==> config.mk <==
export PLATFORM = sky130hd
export DESIGN_NAME = io_interrupt_unit
export DESIGN_NICKNAME = d
export VERILOG_FILES = /design/src/rtl/io_pkg.sv /design/src/rtl/io_channel.sv /design/src/rtl/io_interrupt_unit.sv
export SDC_FILE = /design/constraint.sdc
export NUM_CORES = 1
export LEC_CHECK = 0
export CAP_MARGIN = 20
export CORE_MARGIN = 5
export CORE_UTILIZATION = 48
export CTS_CLUSTER_DIAMETER = 80
export DETAILED_ROUTE_END_ITERATION = 10
export HOLD_SLACK_MARGIN = 0.1
export PLACE_DENSITY = 0.92
export SETUP_SLACK_MARGIN = 0.4
export SYNTH_ARGS = -nofsm -noshare
export SYNTH_HDL_FRONTEND = slang
export SYNTH_SLANG_ARGS = --single-unit
==> constraint.sdc <==
create_clock -name clock_in -period 3.65 [get_ports clock_in]
set_input_delay 0.9125 -clock clock_in [delete_from_list [all_inputs] [get_ports clock_in]]
set_output_delay 0.9125 -clock clock_in [all_outputs]
set_load 0.03 [all_outputs]
==> src/rtl/io_pkg.sv <==
// Shared types and helpers for the multi-channel I/O interrupt unit.
package io_pkg;

    // Interrupt sequencer states: IDLE waits for a request, PENDING holds R.
    typedef enum logic {
        IDLE    = 1'b0,
        PENDING = 1'b1
    } irq_state_t;

    // Largest supported build; request vectors are padded to this size.
    localparam int MAX_CHANNELS = 16;
    localparam int MAX_REQ      = 2 * MAX_CHANNELS;
    localparam int IDX_W        = $clog2(MAX_REQ);
    localparam int MAX_SEL_W    = $clog2(MAX_CHANNELS);

    // Result of a priority search: found flag plus the winning index.
    typedef struct packed {
        logic             found;
        logic [IDX_W-1:0] idx;
    } irq_pick_t;

    // Channel-select width; a one-channel build still gets a 1-bit select.
    function automatic int sel_width(input int channels);
        return (channels > 1) ? $clog2(channels) : 1;
    endfunction

    // Lowest set bit wins (bit 0 is the highest-priority source).
    function automatic irq_pick_t priority_index(input logic [MAX_REQ-1:0] req);
        irq_pick_t pick;
        pick = '0;
        for (int i = MAX_REQ - 1; i >= 0; i--) begin
            if (req[i]) begin
                pick.found = 1'b1;
                pick.idx   = IDX_W'(i);
            end
        end
        return pick;
    endfunction

endpackage

==> src/rtl/io_channel.sv <==
// One input character channel (INPR/FGI) and one output channel (OUTR/FGO).
// Device side uses valid/ready: a transfer happens on an edge where both are 1.
// dev_in_ready is !fgi and dev_out_valid is !fgo, so each flag doubles as the
// "buffer full / buffer empty" indication for its side.
module io_channel
    import io_pkg::*;
#(
    parameter int WIDTH = 8
) (
    input  logic             clk,
    input  logic             rst_n,
    input  logic             boot,
    input  logic [WIDTH-1:0] dev_in_data,
    input  logic             dev_in_valid,
    output logic             dev_in_ready,
    output logic [WIDTH-1:0] dev_out_data,
    output logic             dev_out_valid,
    input  logic             dev_out_ready,
    input  logic             inp_stb,
    input  logic             out_stb,
    input  logic [WIDTH-1:0] out_data,
    output logic [WIDTH-1:0] inpr,
    output logic             fgi,
    output logic             fgo
);

    logic [WIDTH-1:0] inpr_q, inpr_d;
    logic [WIDTH-1:0] outr_q, outr_d;
    logic             fgi_q, fgi_d;
    logic             fgo_q, fgo_d;

    // Next-state for both flags and data registers; CPU strobes act only when
    // their flag allows it, and the device side can never collide with them
    // because its handshake is gated by the same flag.
    always_comb begin
        inpr_d = inpr_q;
        outr_d = outr_q;
        fgi_d  = fgi_q;
        fgo_d  = fgo_q;
        if (inp_stb && fgi_q) begin
            fgi_d = 1'b0;
        end else if (dev_in_valid && !fgi_q) begin
            inpr_d = dev_in_data;
            fgi_d  = 1'b1;
        end
        if (out_stb && fgo_q) begin
            outr_d = out_data;
            fgo_d  = 1'b0;
        end else if (dev_out_ready && !fgo_q) begin
            fgo_d = 1'b1;
        end
    end

    // Channel state registers with async reset and synchronous boot.
    always_ff @(posedge clk or negedge rst_n) begin
        if (!rst_n) begin
            inpr_q <= '0;
            outr_q <= '0;
            fgi_q  <= 1'b0;
            fgo_q  <= 1'b1;
        end else if (boot) begin
            inpr_q <= '0;
            outr_q <= '0;
            fgi_q  <= 1'b0;
            fgo_q  <= 1'b1;
        end else begin
            inpr_q <= inpr_d;
            outr_q <= outr_d;
            fgi_q  <= fgi_d;
            fgo_q  <= fgo_d;
        end
    end

    assign dev_in_ready  = !fgi_q;
    assign dev_out_valid = !fgo_q;
    assign dev_out_data  = outr_q;
    assign inpr          = inpr_q;
    assign fgi           = fgi_q;
    assign fgo           = fgo_q;

endmodule

==> src/rtl/io_interrupt_unit.sv <==
// Multi-channel I/O and priority interrupt unit: CPU strobe decode, IEN,
// the IDLE/PENDING sequencer that drives R, and the latched vector.
module io_interrupt_unit
    import io_pkg::*;
#(
    parameter  int CHANNELS    = 4,
    parameter  int WIDTH       = 8,
    parameter  int ADDR_WIDTH  = 12,
    parameter  int VECTOR_BASE = 0,
    localparam int SEL_W       = sel_width(CHANNELS)
) (
    input  logic                      clock_in,
    input  logic                      reset_n_in,
    input  logic                      boot_in,
    input  logic [CHANNELS*WIDTH-1:0] dev_in_data_in,
    input  logic [CHANNELS-1:0]       dev_in_valid_in,
    output logic [CHANNELS-1:0]       dev_in_ready_out,
    output logic [CHANNELS*WIDTH-1:0] dev_out_data_out,
    output logic [CHANNELS-1:0]       dev_out_valid_out,
    input  logic [CHANNELS-1:0]       dev_out_ready_in,
    input  logic [SEL_W-1:0]          sel_in,
    input  logic                      inp_in,
    input  logic                      out_in,
    input  logic                      ski_in,
    input  logic                      sko_in,
    input  logic                      ion_in,
    input  logic                      iof_in,
    input  logic [WIDTH-1:0]          out_data_in,
    output logic [WIDTH-1:0]          inpr_out,
    output logic                      skip_out,
    input  logic                      boundary_in,
    input  logic                      intack_in,
    output logic                      r_out,
    output logic [ADDR_WIDTH-1:0]     vector_out,
    output logic                      ien_out,
    output logic [CHANNELS-1:0]       fgi_out,
    output logic [CHANNELS-1:0]       fgo_out,
    output logic                      overrun_out,
    output logic                      irq_state_out
);

    logic [CHANNELS-1:0] fgi_w, fgo_w, inp_hit, out_hit;
    logic [WIDTH-1:0]    inpr_w [CHANNELS];
    logic                sel_ok, fgi_sel, fgo_sel;
    logic [MAX_REQ-1:0]  req;
    irq_pick_t           pick;
    logic                take;
    logic [ADDR_WIDTH-1:0] vector_new;

    irq_state_t            state_q, state_d;
    logic                  ien_q, ien_d;
    logic [ADDR_WIDTH-1:0] vector_q, vector_d;
    logic                  overrun_q, overrun_d;

    for (genvar c = 0; c < CHANNELS; c++) begin : g_ch
        io_channel #(.WIDTH(WIDTH)) u_ch (
            .clk          (clock_in),
            .rst_n        (reset_n_in),
            .boot         (boot_in),
            .dev_in_data  (dev_in_data_in[c*WIDTH +: WIDTH]),
            .dev_in_valid (dev_in_valid_in[c]),
            .dev_in_ready (dev_in_ready_out[c]),
            .dev_out_data (dev_out_data_out[c*WIDTH +: WIDTH]),
            .dev_out_valid(dev_out_valid_out[c]),
            .dev_out_ready(dev_out_ready_in[c]),
            .inp_stb      (inp_hit[c]),
            .out_stb      (out_hit[c]),
            .out_data     (out_data_in),
            .inpr         (inpr_w[c]),
            .fgi          (fgi_w[c]),
            .fgo          (fgo_w[c])
        );
    end

    // Decode the CPU strobes onto the addressed channel; an out-of-range
    // select reads as an empty, flagless channel so every strobe is a no-op.
    always_comb begin
        sel_ok   = (int'(sel_in) < CHANNELS);
        inp_hit  = '0;
        out_hit  = '0;
        fgi_sel  = 1'b0;
        fgo_sel  = 1'b0;
        inpr_out = '0;
        if (sel_ok) begin
            inp_hit[sel_in] = inp_in;
            out_hit[sel_in] = out_in;
            fgi_sel         = fgi_w[sel_in];
            fgo_sel         = fgo_w[sel_in];
            inpr_out        = inpr_w[sel_in];
        end
        skip_out  = (ski_in & fgi_sel) | (sko_in & fgo_sel);
        overrun_d = sel_ok & ((inp_in & ~fgi_sel) | (out_in & ~fgo_sel));
    end

    // Priority search over {fgo, fgi}; fgi[0] is the highest-priority source.
    always_comb begin
        req                   = '0;
        req[2*CHANNELS-1:0]   = {fgo_w, fgi_w};
        pick                  = priority_index(req);
        take                  = ien_q & pick.found & boundary_in;
        vector_new            = ADDR_WIDTH'(VECTOR_BASE + int'(pick.idx));
    end

    // Sequencer next state; PENDING ignores requests until acknowledged.
    always_comb begin
        state_d = state_q;
        case (state_q)
            IDLE:    if (take) state_d = PENDING;
            PENDING: if (intack_in) state_d = IDLE;
            default: state_d = IDLE;
        endcase
    end

    // IEN and vector next values; acknowledge overrides any ION/IOF.
    always_comb begin
        ien_d = ien_q;
        if (ion_in) ien_d = 1'b1;
        if (iof_in) ien_d = 1'b0;
        if (state_q == PENDING && intack_in) ien_d = 1'b0;
        vector_d = vector_q;
        if (state_q == IDLE && take) vector_d = vector_new;
    end

    // Sequencer and control registers with async reset and synchronous boot.
    always_ff @(posedge clock_in or negedge reset_n_in) begin
        if (!reset_n_in) begin
            state_q   <= IDLE;
            ien_q     <= 1'b0;
            vector_q  <= '0;
            overrun_q <= 1'b0;
        end else if (boot_in) begin
            state_q   <= IDLE;
            ien_q     <= 1'b0;
            vector_q  <= '0;
            overrun_q <= 1'b0;
        end else begin
            state_q   <= state_d;
            ien_q     <= ien_d;
            vector_q  <= vector_d;
            overrun_q <= overrun_d;
        end
    end

    // Sequencer outputs: R is simply "in PENDING".
    always_comb begin
        r_out         = (state_q == PENDING);
        irq_state_out = state_q;
        vector_out    = vector_q;
        ien_out       = ien_q;
        overrun_out   = overrun_q;
        fgi_out       = fgi_w;
        fgo_out       = fgo_w;
    end

endmodule

==> Word-level counts from Yosys, hierarchy flattened <==
Index checks and enable logic that the tools add are counted.
{ "word_totals": {"ff_bits": 87, "latch_bits": 0, "mem_bits_rw": 0, "romBits": 0, "in_bits": 61, "elab_cells": 162, "memories": 0} }
{ "op_classes": {"add_sub_neg": 0, "multipliers": 0, "div_mod_pow": 0, "magnitude_cmp": 3, "eq_ne": 4, "shift": 0, "n_mux": 72, "bitwise": 14, "n_reduce_logical": 49} }
{ "op_table": {"columns": ["operator", "count"], "rows": [
  ["$mux 8", 22],
  ["$mux 6", 8],
  ["$mux 1", 35],
  ["$mux 12", 2],
  ["$reduce_bool 3->1", 8],
  ["$logic_and 1x1->1", 19],
  ["$reduce_bool 2->1", 9],
  ["$bmux 8 s2", 1],
  ["$and 4x4->4", 2],
  ["$logic_not 1->1", 8],
  ["$ne 2x2->1 const B", 4],
  ["$reduce_and 2->1", 4],
  ["$and 1x1->1", 6],
  ["$bmux 1 s2", 2],
  ["$reduce_bool 4->1", 1],
  ["$ge 3x3->1 const B", 1],
  ["$lt 2x3->1 const B", 1],
  ["$not 1->1", 3],
  ["$not 2->3", 1],
  ["$demux 1 s2", 1],
  ["$ge 2x1->1 const B", 1],
  ["$or 1x1->1", 2],
  ["$pmux 1 s2", 1]
]} }

==> Depth between registers and ports, before layout <==
{ "logic_depth": {"word_depth": 13, "ltp_mapped": 6, "mapped_depth_nobuf": 4} }

==> Hierarchy <==
Synthesis repeated with hierarchy kept, for this count alone.
{ "hier_totals": {"hier_cells": 388, "hier_area_um2": 4415.5} }
{ "by_module_without_submodules": {"columns": ["mod", "n_inst", "cells_each", "area_per_inst_um2", "seq_area_each_um2"], "rows": [
  ["io_channel", 4, 80, 918.4, 451.7],
  ["io_interrupt_unit", 1, 68, 742.0, 150.1]
]} }

==> Least setup slack after synthesis <==
OpenSTA, ideal clock, no wires.
{ "synth_path": {"path_type": "input-to-output", "from": "input port sel_in[0]", "to": "output port skip_out", "arrival_ns": 1.857, "path_slack_ns": 0.881, "stages": 3, "cell_sequence": "buf_6 > mux4_2 > a22o_1"} }
{ "synth_via": {"elab_chain_cells": 4, "elab_cells_between_ends": 7, "cone_classes": "4 x mux; 3 x bitwise"} }
{ "synth_lines": {"columns": ["item", "line_no", "text"], "rows": [
  ["start: declaration", "io_interrupt_unit.sv:21", "input logic [SEL_W-1:0] sel_in,"],
  ["$bmux 1 s2, on equally long branches", "io_interrupt_unit.sv:87, io_interrupt_unit.sv:88", null],
  ["$mux 1, on equally long branches", "io_interrupt_unit.sv:87, io_interrupt_unit.sv:88", null],
  ["$and 1x1->1", "io_interrupt_unit.sv:91", "skip_out = (ski_in & fgi_sel) | (sko_in & fgo_sel);"],
  ["$or 1x1->1 *", "io_interrupt_unit.sv:91", null],
  ["end: declaration", "io_interrupt_unit.sv:30", "output logic skip_out,"]
]} }
Mark *: on every way between the ends. The rest lies on a longest branch, timed or not. The select of a mux whose other input is x is not followed.

==> Final worst setup path <==
{ "layout_path": {"from": "input port sel_in[1]", "to": "output port inpr_out[7]"} }
{ "layout_via": {"elab_chain_cells": 4} }
{ "layout_lines": {"columns": ["item", "line_no", "text"], "rows": [
  ["$not 2->3 (implied by the code)", "io_interrupt_unit.sv:89", "inpr_out = inpr_w[sel_in];"],
  ["$bmux 8 s2", "io_interrupt_unit.sv:89", null],
  ["$mux 8 (implied by the code) (2 in a row)", "io_interrupt_unit.sv:89", null],
  ["end: declaration", "io_interrupt_unit.sv:29", "output logic [WIDTH-1:0] inpr_out,"]
]} }
Every way passes these cells. The select of a mux whose other input is x is not followed.

==> flow_summary.json <==
{
  "run_status": "completed",
  "grt_pass1_vias": 3315,
  "worst_slew_pin_slew_ps": 960,
  "vias": 3208,
  "yosysWarnings": 0,
  "p_total_uw": 2010,
  "fin_crit_sh": 0.889,
  "post_synth_num_cell_types": 37,
  "synth_area_per_cell_um2": 9.27,
  "peakVddDrop_uv": 232,
  "p_per_area_mw_per_mm2": 396,
  "grt_use_total": 0.216,
  "required_ps": 2740,
  "synth_seq_area_share": 0.525,
  "final_cell_area_mm2": 0.00508,
  "whs_endpoint": "g_ch[2].u_ch.dev_out_data[6]$_DFFE_PN0P_",
  "clk_pin_slew_worst_paths_ps": 70,
  "yosys_most_used_dff": "dfrtp_1",
  "grt_pass1_wl_um": 16600,
  "gp_congestion": 0.827,
  "clock_path_buffers": 2,
  "r2r_end": "g_ch[1].u_ch.dev_out_data[6]$_DFFE_PN0P_",
  "grt-ovfl-total": 0,
  "whs_path_depth": 2,
  "ys_ff_latch": 78,
  "viasPerCell": 5.22,
  "relSlewSlack": 0.360,
  "critical_path_class": "input port to primary output",
  "dieArea_mm2": 0.00962,
  "h-tree-depth": 3,
  "r2r_cells": 4,
  "synth_top_area_frac": 0.497,
  "nFillCells": 562,
  "ys_top_cells_by_count": "nand2_1 (138), dfrtp_1 (74), a21oi_1 (72)",
  "netlist_area_mm2": 0.00373,
  "fin_cells": 614,
  "synth.most_common_cell": "nand2_1",
  "drc_errors": 0,
  "maxSlewViolCount": 0,
  "boundaryPins": 134,
  "cts_root_buffer": "clkbuf_8",
  "grt_antenna_before_repair": 0,
  "drive_above_1_share": 0.111,
  "syn2layout_area_growth_pct": 36.2,
  "clock-sinks": 78,
  "syn_inst": 402,
  "cts_tree": "yes",
  "synth_top_area_cell": "dfrtp_1",
  "placed_area_mm2": 0.00488,
  "start_kind": "input port",
  "final_hold_viol_count": 0,
  "synth-edff-count": 0,
  "antennaDiodeCount": 0,
  "period_minus_slack_ps": 3240,
  "dp_hpwl_um": 7620,
  "fmax_ghz": 0.308,
  "setup_violations": 0,
  "cp_top_family": "buffers and inverters",
  "critPathMaxFanout": 9,
  "max_stage_delay_ps": 530,
  "die_x_um": 98.1,
  "final_nets": 568,
  "critical_path_buf_inv_count": 3,
  "fin_skew_ps": 6.38,
  "clock_latency_ps": 340,
  "initial_core_util": 0.487,
  "drt-total-wl_um": 10300,
  "core-area_mm2": 0.00765,
  "fp.dieH_um": 98.1,
  "r2r_start": "g_ch[1].u_ch.fgo$_DFFE_PN1P_",
  "slowest_stage": "clkdlybuf4s50_1",
  "crit_arrival_ps": 2330,
  "rsz0062_at_grt": "yes",
  "rows": 32,
  "wl_per_cell_um": 16.8,
  "synthTopCellsByArea": "dfrtp_1 (50%), nand2_1 (14%), a21oi_1 (9.7%)",
  "postSynth.asyncResetShare": 1.00,
  "crit_start": "sel_in[1]",
  "cts_setup_buffers": 0,
  "rrSetupSlack_ps": 2090,
  "crit_path_end_kind": "primary output",
  "dr.pass1.iters": 4,
  "path_cells": "clkdlybuf4s50_1 > buf_4 > mux4_2 > dlygate4sd2_1",
  "io_buffers": 124,
  "min_path_type": "flip-flop to flip-flop",
  "grt_start_max_net_pins": 79,
  "maxCapViolCount": 0,
  "cts_buffers": 9,
  "hp-start": "g_ch[2].u_ch.dev_out_data[6]$_DFFE_PN0P_",
  "ant_nets": 0,
  "dp_cells": 597,
  "power.leakage_uw": 0.00217,
  "drt_iter0_drc": 188
}
-- state kept, by name (all words and copies together), names as in the netlist --
register                flops
g_ch.u_ch.fgi               4
overrun_out                 1
g_ch.u_ch.dev_out_data     32
vector_out                  3
ien_out                     1
g_ch.u_ch.inpr             32
g_ch.u_ch.fgo               4
irq_state_out               1
-- worst max path at each step --
stage | to | slack (ps) | depth (start not counted)
3_5_place_dp | inpr_out[1] | -140 | 4
3_3_place_gp | inpr_out[1] | -130 | 4
5_1_grt | inpr_out[7] | 370 | 4
2_1_floorplan | skip_out | 880 | 3
4_1_cts | inpr_out[4] | 410 | 4
6_report | inpr_out[7] | 410 | 4
-- stage by stage --
stage               TNS (ps)  worst slack (ps)  hold WS, ps   util
floorplan                  0               881          497      -
global placement        -874              -128          506  0.638
detailed placement      -982              -143          515  0.638
CTS                        0               406          527  0.666
global route               0               365          548  0.664
finish                     0               405          525  0.664
-- cell families (layout without fill, tap and decap cells) --
family,count (synthesis),in the layout,share of synthesized area
and+or+nand+nor,172,172,0.196
other,1,9,0.00101
muxes,11,11,0.0631
DFF,78,78,0.525
AOI/OAI and AO/OA,85,85,0.127
buffers and inverters,55,157,0.0873
-- layout make-up --
type                            count  area (um2)  area share
Multi-Input combinational cell    277        1470       0.290
Clock inverter                      6        86.3      0.0170
Timing Repair Buffer              132        1270       0.250
Sequential cell                    78        1960       0.386
Clock buffer                       10         128      0.0251
Tap cell                          102         128      0.0251
Inverter                            9        33.8     0.00666
-- layer usage --
| layer | vias to the layer above | wire [um] | track usage |
|---|---|---|---|
| met5 | - | 0 | 0 |
| met4 | 0 | 125 | 0.0682 |
| met3 | 12 | 847 | 0.0564 |
| met2 | 134 | 5330 | 0.381 |
| met1 | 1558 | 3980 | 0.258 |
| li1 | 1504 | - | - |
-- repair_timing --
action / CTS / global route
endpoints found under the setup margin: 9 / 5
hold buffers: 0 / 0
gates resized for setup: 16 / 10
cloned: 0 / 1
-- power breakdown --
part	total (uW)	internal, uW	switching [uW]
sequential	938	904	34.0
clock	692	384	308
combinational	382	163	219
total	2010	1450	561
-- worst register-to-register path: stages (launching register included) --
cell	delay (ps)
dfstp_2	620
inv_2	80
or3_1	530
nand2_1	140
a21oi_1	70
-- cell usage in the layout, fill, tap and decap left out, types with 2 or more instances in the layout --
cell             synthesis  layout
nor2_1                  13      13
dfstp_2                  4       4
nand2b_1                 3       3
buf_4                   28       8
clkinv_2                 0       2
clkbuf_8                 0       9
buf_2                    5       2
inv_1                    8       8
clkbuf_2                 0       5
nand2_1                138     138
dfrtp_1                 74      74
a21oi_1                 72      72
o21bai_1                 4       4
conb_1                   1       9
nand3_1                  3       3
bufinv_16                0       2
clkdlybuf4s50_1          0     112
nor2b_1                  5       5
clkdlybuf4s15_2          0       3
mux4_2                  10      10
Note: power is estimated with default switching activity, not from simulation.
